### src/rtl/booth_pkg.sv
// Shared definitions for the Booth-product MAC accumulator.
//   PROD_W    : width of the signed product from the 4x4 Booth multiplier
//   DEF_ACC_W : default accumulator width
//   DEF_LEN   : default number of products per frame
//   CNT_W     : width of the per-frame product counter
//   state_t   : frame FSM state encoding
package booth_pkg;

    localparam int unsigned PROD_W    = 8;
    localparam int unsigned DEF_ACC_W = 12;
    localparam int unsigned DEF_LEN   = 4;
    localparam int unsigned CNT_W     = 6;

    typedef enum logic [1:0] {
        ST_IDLE  = 2'd0,
        ST_ACCUM = 2'd1,
        ST_HOLD  = 2'd2
    } state_t;

endpackage

### src/rtl/booth_sat_add.sv
// Saturating signed adder: acc + sign-extended prod, clamped to the ACC_W range.
//   acc     : current signed accumulator value
//   prod    : signed product to add
//   sum     : clamped signed result
//   clamped : high when the exact sum fell outside the ACC_W range
module booth_sat_add
    import booth_pkg::*;
#(
    parameter int unsigned ACC_W = DEF_ACC_W
) (
    input  logic signed [ACC_W-1:0]  acc,
    input  logic signed [PROD_W-1:0] prod,
    output logic signed [ACC_W-1:0]  sum,
    output logic                     clamped
);

    localparam int unsigned EXT_W = ACC_W + 1;

    localparam logic signed [ACC_W-1:0] ACC_MAX = {1'b0, {(ACC_W-1){1'b1}}};
    localparam logic signed [ACC_W-1:0] ACC_MIN = {1'b1, {(ACC_W-1){1'b0}}};

    logic signed [EXT_W-1:0] w_ext_acc;
    logic signed [EXT_W-1:0] w_ext_prod;
    logic signed [EXT_W-1:0] w_sum;

    // One guard bit is enough: |acc| + |prod| < 2^ACC_W for ACC_W >= 9.
    assign w_ext_acc  = {acc[ACC_W-1], acc};
    assign w_ext_prod = {{(EXT_W-PROD_W){prod[PROD_W-1]}}, prod};
    assign w_sum      = w_ext_acc + w_ext_prod;

    // Overflow shows as a disagreement between the guard bit and the ACC_W sign bit.
    always_comb begin
        sum     = w_sum[ACC_W-1:0];
        clamped = 1'b0;
        if (w_sum[EXT_W-1] != w_sum[ACC_W-1]) begin
            clamped = 1'b1;
            sum     = w_sum[EXT_W-1] ? ACC_MIN : ACC_MAX;
        end
    end

endmodule

### src/rtl/booth_mac_accum.sv
// Frame accumulator for Booth multiplier products with saturating add.
//   clk, rst_n            : clock, asynchronous active-low reset
//   ena                   : enable; low blocks input acceptance
//   clr                   : synchronous frame abort, highest priority
//   in_valid/in_ready     : product input handshake, in_prod is the product
//   out_valid/out_ready   : frame result handshake
//   out_acc, out_sat      : frame sum and sticky saturation flag (0 outside HOLD)
//   busy                  : frame in progress or result pending
module booth_mac_accum
    import booth_pkg::*;
#(
    parameter int unsigned ACC_W = DEF_ACC_W,
    parameter int unsigned LEN   = DEF_LEN
) (
    input  logic                     clk,
    input  logic                     rst_n,
    input  logic                     ena,
    input  logic                     clr,
    input  logic                     in_valid,
    output logic                     in_ready,
    input  logic signed [PROD_W-1:0] in_prod,
    output logic                     out_valid,
    input  logic                     out_ready,
    output logic signed [ACC_W-1:0]  out_acc,
    output logic                     out_sat,
    output logic                     busy
);

    localparam logic [CNT_W-1:0] LEN_CNT = CNT_W'(LEN);

    state_t                   r_state;
    logic [CNT_W-1:0]         r_cnt;
    logic signed [ACC_W-1:0]  r_acc;
    logic                     r_sat;
    logic                     r_out_valid;
    logic signed [ACC_W-1:0]  r_out_acc;
    logic                     r_out_sat;
    logic                     r_busy;

    state_t                   w_state_nxt;
    logic [CNT_W-1:0]         w_cnt_nxt;
    logic signed [ACC_W-1:0]  w_acc_nxt;
    logic                     w_sat_nxt;
    logic                     w_out_valid_nxt;
    logic signed [ACC_W-1:0]  w_out_acc_nxt;
    logic                     w_out_sat_nxt;

    logic                     w_in_ready;
    logic                     w_accept;
    logic [CNT_W-1:0]         w_cnt_inc;
    logic signed [ACC_W-1:0]  w_sum;
    logic                     w_clamped;
    logic                     w_sat_acc;

    booth_sat_add #(
        .ACC_W (ACC_W)
    ) u_sat_add (
        .acc     (r_acc),
        .prod    (in_prod),
        .sum     (w_sum),
        .clamped (w_clamped)
    );

    // Ready depends only on registered state and the ena/clr inputs, never on out_ready.
    assign w_in_ready = rst_n & ena & (r_state != ST_HOLD) & ~clr;
    assign w_accept   = in_valid & w_in_ready;
    assign w_cnt_inc  = r_cnt + CNT_W'(1);
    assign w_sat_acc  = r_sat | w_clamped;

    // State and datapath registers.
    always_ff @(posedge clk or negedge rst_n) begin
        if (!rst_n) begin
            r_state     <= ST_IDLE;
            r_cnt       <= '0;
            r_acc       <= '0;
            r_sat       <= 1'b0;
            r_out_valid <= 1'b0;
            r_out_acc   <= '0;
            r_out_sat   <= 1'b0;
            r_busy      <= 1'b0;
        end else begin
            r_state     <= w_state_nxt;
            r_cnt       <= w_cnt_nxt;
            r_acc       <= w_acc_nxt;
            r_sat       <= w_sat_nxt;
            r_out_valid <= w_out_valid_nxt;
            r_out_acc   <= w_out_acc_nxt;
            r_out_sat   <= w_out_sat_nxt;
            r_busy      <= (w_state_nxt != ST_IDLE);
        end
    end

    // Next-state and datapath decode.
    always_comb begin
        w_state_nxt     = r_state;
        w_cnt_nxt       = r_cnt;
        w_acc_nxt       = r_acc;
        w_sat_nxt       = r_sat;
        w_out_valid_nxt = r_out_valid;
        w_out_acc_nxt   = r_out_acc;
        w_out_sat_nxt   = r_out_sat;

        if (clr) begin
            w_state_nxt     = ST_IDLE;
            w_cnt_nxt       = '0;
            w_acc_nxt       = '0;
            w_sat_nxt       = 1'b0;
            w_out_valid_nxt = 1'b0;
            w_out_acc_nxt   = '0;
            w_out_sat_nxt   = 1'b0;
        end else begin
            case (r_state)
                ST_IDLE, ST_ACCUM: begin
                    if (w_accept) begin
                        w_acc_nxt = w_sum;
                        w_sat_nxt = w_sat_acc;
                        if (w_cnt_inc == LEN_CNT) begin
                            // Frame complete: snapshot the result into the output registers.
                            w_state_nxt     = ST_HOLD;
                            w_cnt_nxt       = '0;
                            w_out_valid_nxt = 1'b1;
                            w_out_acc_nxt   = w_sum;
                            w_out_sat_nxt   = w_sat_acc;
                        end else begin
                            w_state_nxt = ST_ACCUM;
                            w_cnt_nxt   = w_cnt_inc;
                        end
                    end
                end
                ST_HOLD: begin
                    if (out_ready) begin
                        w_state_nxt     = ST_IDLE;
                        w_acc_nxt       = '0;
                        w_sat_nxt       = 1'b0;
                        w_out_valid_nxt = 1'b0;
                        w_out_acc_nxt   = '0;
                        w_out_sat_nxt   = 1'b0;
                    end
                end
                default: begin
                    w_state_nxt     = ST_IDLE;
                    w_cnt_nxt       = '0;
                    w_acc_nxt       = '0;
                    w_sat_nxt       = 1'b0;
                    w_out_valid_nxt = 1'b0;
                    w_out_acc_nxt   = '0;
                    w_out_sat_nxt   = 1'b0;
                end
            endcase
        end
    end

    assign in_ready  = w_in_ready;
    assign out_valid = r_out_valid;
    assign out_acc   = r_out_acc;
    assign out_sat   = r_out_sat;
    assign busy      = r_busy;

endmodule

### config.mk
export PLATFORM = sky130hd
export DESIGN_NAME = booth_mac_accum
export DESIGN_NICKNAME = d
export VERILOG_FILES = /design/src/rtl/booth_pkg.sv /design/src/rtl/booth_sat_add.sv /design/src/rtl/booth_mac_accum.sv
export SDC_FILE = /design/constraint.sdc
export NUM_CORES = 1
export LEC_CHECK = 0
export CORE_MARGIN = 8
export CORE_UTILIZATION = 48
export DETAILED_ROUTE_END_ITERATION = 12
export PLACE_DENSITY = 0.72
export SYNTH_ARGS = -nofsm -noshare
export SYNTH_HDL_FRONTEND = slang
export SYNTH_SLANG_ARGS = --single-unit
### constraint.sdc
create_clock -name clk -period 2.9 [get_ports clk]
set_input_delay 0.58 -clock clk [delete_from_list [all_inputs] [get_ports clk]]
set_output_delay 0.58 -clock clk [all_outputs]
set_load 0.01 [all_outputs]
* After elaboration in Yosys (flattened, before gate mapping)
Index checks and enable logic that the tools add are counted.
Storage, ports and cells: flip-flop bits (word level) 36, bits of input ports 14, output and inout port bits 16
Operators by class: muxes and demuxes 32, add/subtract/negate cells 2, eq/ne operators 9, reductions and logical operators 6, bitwise gates (word level) 6
Operators by type and width (count):
- 12-bit 2-to-1 mux | 8
- 12-bit case mux with 2 select lines | 2
- 6-bit 2-to-1 mux | 3
- 12-bit by 8-bit adder with 13-bit output | 1
- 6-bit case mux with 2 select lines | 1
- 1-bit 2-to-1 mux | 10
- 3-bit inequality test, second input constant | 3
- 2-bit 2-to-1 mux | 4
- 6-bit by 1-bit adder with 6-bit output, second input constant | 1
- 6-bit by 3-bit equality test with 1-bit output, second input constant | 1
- 1-bit case mux with 2 select lines | 3
- 1-bit AND | 4
- 2-bit inequality test, second input constant | 2
- 2-bit case mux with 2 select lines | 1
- 2-bit AND reduction | 2
- 3-bit AND reduction | 1
- 2-bit by 1-bit equality test with 1-bit output, second input constant | 1
- 2-bit equality test, second input constant | 1
- 2-bit zero test | 1
- 2-bit nonzero test | 1
- 2-bit OR reduction | 1
- 1-bit inequality test | 1
- 1-bit inverter | 1
- 1-bit OR | 1

* Longest topological paths before layout
word-level depth 8, depth in mapped cells 10, mapped depth without buffers 9

* Cells and area by module
A second synthesis with hierarchy kept.
Unflattened totals: cells, all modules 200, area, all modules 2229.6 um2
Modules (own cells, without submodules):
- booth_mac_accum | cells an instance 120, times used 1, area each 1554.0 um2
- booth_sat_add | cells an instance 80, times used 1, area each 675.6 um2

* Worst setup path before layout
OpenSTA, ideal clock, no wires.
path type input port to flip-flop, start in in_prod[4], end reg r_out_acc[9], in the netlist out_acc[9], arrival 2.695 ns, setup slack 0.084 ns, required time 2.779 ns, stages on the path 9, setup time 0.121 ns, cell sequence ha_1 > a2111o_1 > a21oi_2 > nor4b_1 > or4_4 > and3_1 > buf_6 > a21o_1 > a22o_1
Between the ends: cells in the longest elaborated chain, start to end 7, elaborated cells on any way between the ends 8, classes of those cells add/sub: 1; eq/ne: 1; mux: 6
RTL lines:
- start, declared | line booth_mac_accum.sv:21 | input logic signed [PROD_W-1:0] in_prod,
- 12-bit by 8-bit adder with 13-bit output (*) | line booth_sat_add.sv:29 | assign w_sum = w_ext_acc + w_ext_prod;
- 12-bit 2-to-1 mux / 1-bit inequality test (equally long branches) | line booth_sat_add.sv:37, booth_sat_add.sv:35
- 12-bit 2-to-1 mux (*) | line booth_sat_add.sv:35 | if (w_sum[EXT_W-1] != w_sum[ACC_W-1]) begin
- 12-bit 2-to-1 mux (*) | line booth_mac_accum.sv:117 | if (w_cnt_inc == LEN_CNT) begin
- 12-bit 2-to-1 mux (*) | line booth_mac_accum.sv:114 | if (w_accept) begin
- 12-bit case mux with 2 select lines (*) | line booth_mac_accum.sv:112 | case (r_state)
- 12-bit 2-to-1 mux (*) | line booth_mac_accum.sv:103 | if (clr) begin
- end signal, assigned | line booth_mac_accum.sv:87 | r_out_acc <= w_out_acc_nxt;
- end, declared | line booth_mac_accum.sv:36 | logic signed [ACC_W-1:0] r_out_acc;
Mark *: on every way between the ends. The rest lies on a longest branch, timed or not. The select of a mux whose other input is x is not followed. A chain may end at the register's enable or synchronous reset.

* Worst setup path in the final report
start in in_prod[0], end reg r_acc[10]
Between the ends: cells in the longest elaborated chain, start to end 6, elaborated cells on any way between the ends 7, classes of those cells add/sub: 1; eq/ne: 1; mux: 5
RTL lines:
- 12-bit by 8-bit adder with 13-bit output (*) | line booth_sat_add.sv:29
- 12-bit 2-to-1 mux / 1-bit inequality test (equally long branches) | line booth_sat_add.sv:37, booth_sat_add.sv:35
- 12-bit 2-to-1 mux (*) | line booth_sat_add.sv:35
- 12-bit 2-to-1 mux (*) | line booth_mac_accum.sv:114
- 12-bit case mux with 2 select lines (*) | line booth_mac_accum.sv:112
- 12-bit 2-to-1 mux (*) | line booth_mac_accum.sv:103
- end signal, assigned | line booth_mac_accum.sv:84 | r_acc <= w_acc_nxt;
- end, declared | line booth_mac_accum.sv:33 | logic signed [ACC_W-1:0] r_acc;
Marked as above.

==> flow_summary.yaml <==
timing:
  timing.fmax_mhz: 354
  clock_skew_ns: 0.0110
  period_needed_ns: 2.83
  relSlewSlack_pct: 66.5
  finalHoldViolCount: 0
  slew_viol_final: 0
  tightest_slew_ns: 0.502
  period_share_pct: 97.4
  setup_slack_ns: 0.0749
  setup_viol: 0
worst_setup_path:
  critPathLaunchType: "primary input"
  reg2regPathDepth: 8
  crit_end: "r_acc[10]"
  timing.rr.start: "r_acc[4]"
  worstPathRequired_ns: 3.08
  path_max_fanout: 4
  crit_type: "primary input to flip-flop"
  critPathArrivalTime_ns: 3.00
  regToRegEndpoint: "r_acc[10]"
  crit_start: "in_prod[0]"
  critPathCaptureType: "flip-flop"
  r2r_setup_slack_ns: 0.15
clock_tree:
  cts-buffers-inserted: 5
  clk_latency_ns: 0.29
  cts_sinks: 36
  cts_hold_buf: 0
  cts_tree: "done"
  htree_levels: 2
  ctsRootBufferMaster: "clkbuf_8"
  clockBufferDepth: 2
  clk_pin_slew_worst_paths_ns: 0.08
grt:
  grt.busiest_layer: "met2"
  met2_usage_pct: 26.1
  antenna_found_initial: 0
  grtUsageMet1_pct: 20.7
  track_usage_pct: 16.3
  grtUsageMet3_pct: 3.86
  grt_pass1_wl_um: 8360
  grt_pass1_vias: 1766
  globalRouteOverflowTotal: 0
  grt_max_degree: 38
die:
  core-area_um2: 4030
  start_util_pct: 50.1
  die_area_um2: 6540
  die_w_um: 80.8
  die_y_um: 80.8
  rows: 23
  io_pins: 30
yosys:
  syn_area_um2: 2020
  synth-edff-count: 0
  synth_top_area_share_pct: 44.6
  synth_most_common_cell: "dfrtp_1"
  yosysWarnings: 0
  synthArstFlopShare_pct: 100
  netlist_instances: 212
  syn-num-nets: 240
  synth_ff_type: "dfrtp_1"
  synth_cell_types: 42
  synth_top_cell_by_area: "dfrtp_1"
  synth_area_leaders: "dfrtp_1 (45%), ha_1 (8.1%), o21ai_0 (6.9%)"
  ys_seq_area_share_pct: 44.6
  yosys_register_bits: 36
  yosys-top-cells-count: "dfrtp_1 (36), nand2_1 (33), o21ai_0 (28)"
  avgSynthCellArea_um2: 9.52
cells_and_area:
  fillers: 338
  nNetsFinal: 295
  n_antenna_cell: 0
  multi_input_area_um2: 1170
  stdcell_area_um2: 2730
  syn_to_final_growth_pct: 35.3
  ff_latch_area_um2: 901
  drive_above_1_share_pct: 22.0
place:
  placed_cell_area_um2: 2520
  io_buffers: 29
  dp_slack_ns: -0.422
  gp_congestion: 0.864
  dp_hpwl_um: 3830
routing:
  drtPass1Iterations: 4
  drt-total-wl_um: 5190
  drc: 0
  postRouteAntennaNets: 0
  wire_per_inst_um: 16.3
  num_vias: 1783
  drt-initial-drc-count: 120
  routed_via_density: 5.61
hold_path:
  holdCritPathClass: "primary input to asynchronous set/reset pin"
power:
  powerDensity_nw_per_um2: 473
  irDropWorstVdd_mv: 0.358
  power_leakage_nw: 1.32
job:
  cap_violations: 0
outcome:
  outcome: "completed"
how the worst min path moves through the flow:
stage,endpoint,slack (ns),cells after the start
detailed placement,r_cnt[5],0.47,1
finish,r_acc[3],0.40,2
global placement,out_acc[0],0.47,2
CTS,r_state[1],0.41,2
floorplan,busy,0.28,0
global route,out_acc[9],0.44,2
what timing repair did:
action,4_1_cts,5_1_grt
pin swaps,3,14
endpoints found under the hold margin,0,0
setup buffers,1,0
endpoints found under the setup margin,14,23
resized for setup,6,21
logic make-up after synthesis:
| kind of cell | share of synthesized area (%) |
|---|---|
| AOI/OAI and AO/OA | 23.3 |
| and+or+nand+nor | 15.6 |
| DFF | 44.6 |
| adders and majority gates | 9.61 |
| xor gates and xnor gates | 3.91 |
| buffers and inverters | 2.42 |
| muxes | 0.496 |
final cells by class:
cell class	count	area share, %
Multi-Input combinational cell	167	42.8
Sequential cell	36	33.0
Timing Repair Buffer	56	18.3
Clock buffer	6	3.02
Tap cell	50	2.29
Clock inverter	2	0.504
Inverter	1	0.137
cells in the final DEF (no fill, tap or decap), drive strengths merged, types with 2 or more instances in the layout:
| cell | count |
|---|---|
| or2 | 2 |
| nand2 | 33 |
| and3 | 3 |
| and2 | 2 |
| buf | 28 |
| a21o | 7 |
| nand2b | 3 |
| inv | 2 |
| dlymetal6s2s | 5 |
| nor2b | 2 |
| a21oi | 19 |
| nand3 | 7 |
| o21ai | 29 |
| clkdlybuf4s50 | 22 |
| ha | 13 |
| a22o | 6 |
| xnor2 | 6 |
| or4 | 2 |
| dfrtp | 36 |
| nor3 | 3 |
| nor2 | 7 |
| clkbuf | 6 |
| o31ai | 4 |
| xor2 | 3 |
sequential cells by signal, summed over array words and instances (netlist names):
signal,count
out_valid,1
r_cnt,6
r_acc,12
busy,1
out_sat,1
r_sat,1
out_acc,12
r_state,2
routing by layer:
layer / part of all wire, % / up-vias
met5: 0 / -
met2: 48 / 45
met1: 46 / 853
met4: 1.3 / 0
li1: - / 879
met3: 5.4 / 6
report_power, final:
part           total (mW)  switching, mW  leakage [nW]  internal, mW
Sequential          0.547         0.0192         0.495         0.528
Combinational       0.362          0.188         0.772         0.174
Clock               0.382          0.188        0.0516         0.194
per-stage QoR:
step | utilization, % | setup TNS [ns] | std cells | hold slack, ns | total power [mW]
after floorplan | - | 0 | 212 | 0.284 | 0.752
after global placement | 62.5 | -6.27 | 309 | 0.468 | 0.879
after detailed placement | 62.5 | -7.56 | 309 | 0.473 | 0.883
after CTS | 65.4 | -0.0355 | 318 | 0.409 | 1.28
after global routing | 67.8 | -0.00137 | 318 | 0.442 | 1.36
final | 67.8 | 0 | 318 | 0.403 | 1.29
worst max-delay path, stage by stage:
cell and delay (ns):
clkdlybuf4s50_1 0.41, ha_2 0.21, a211o_4 0.34, a21oi_4 0.14
nor4b_2 0.07, or4_4 0.55, and2_4 0.18, maj3_2 0.32
a22o_1 0.21
(Power assumes the default switching activity.)
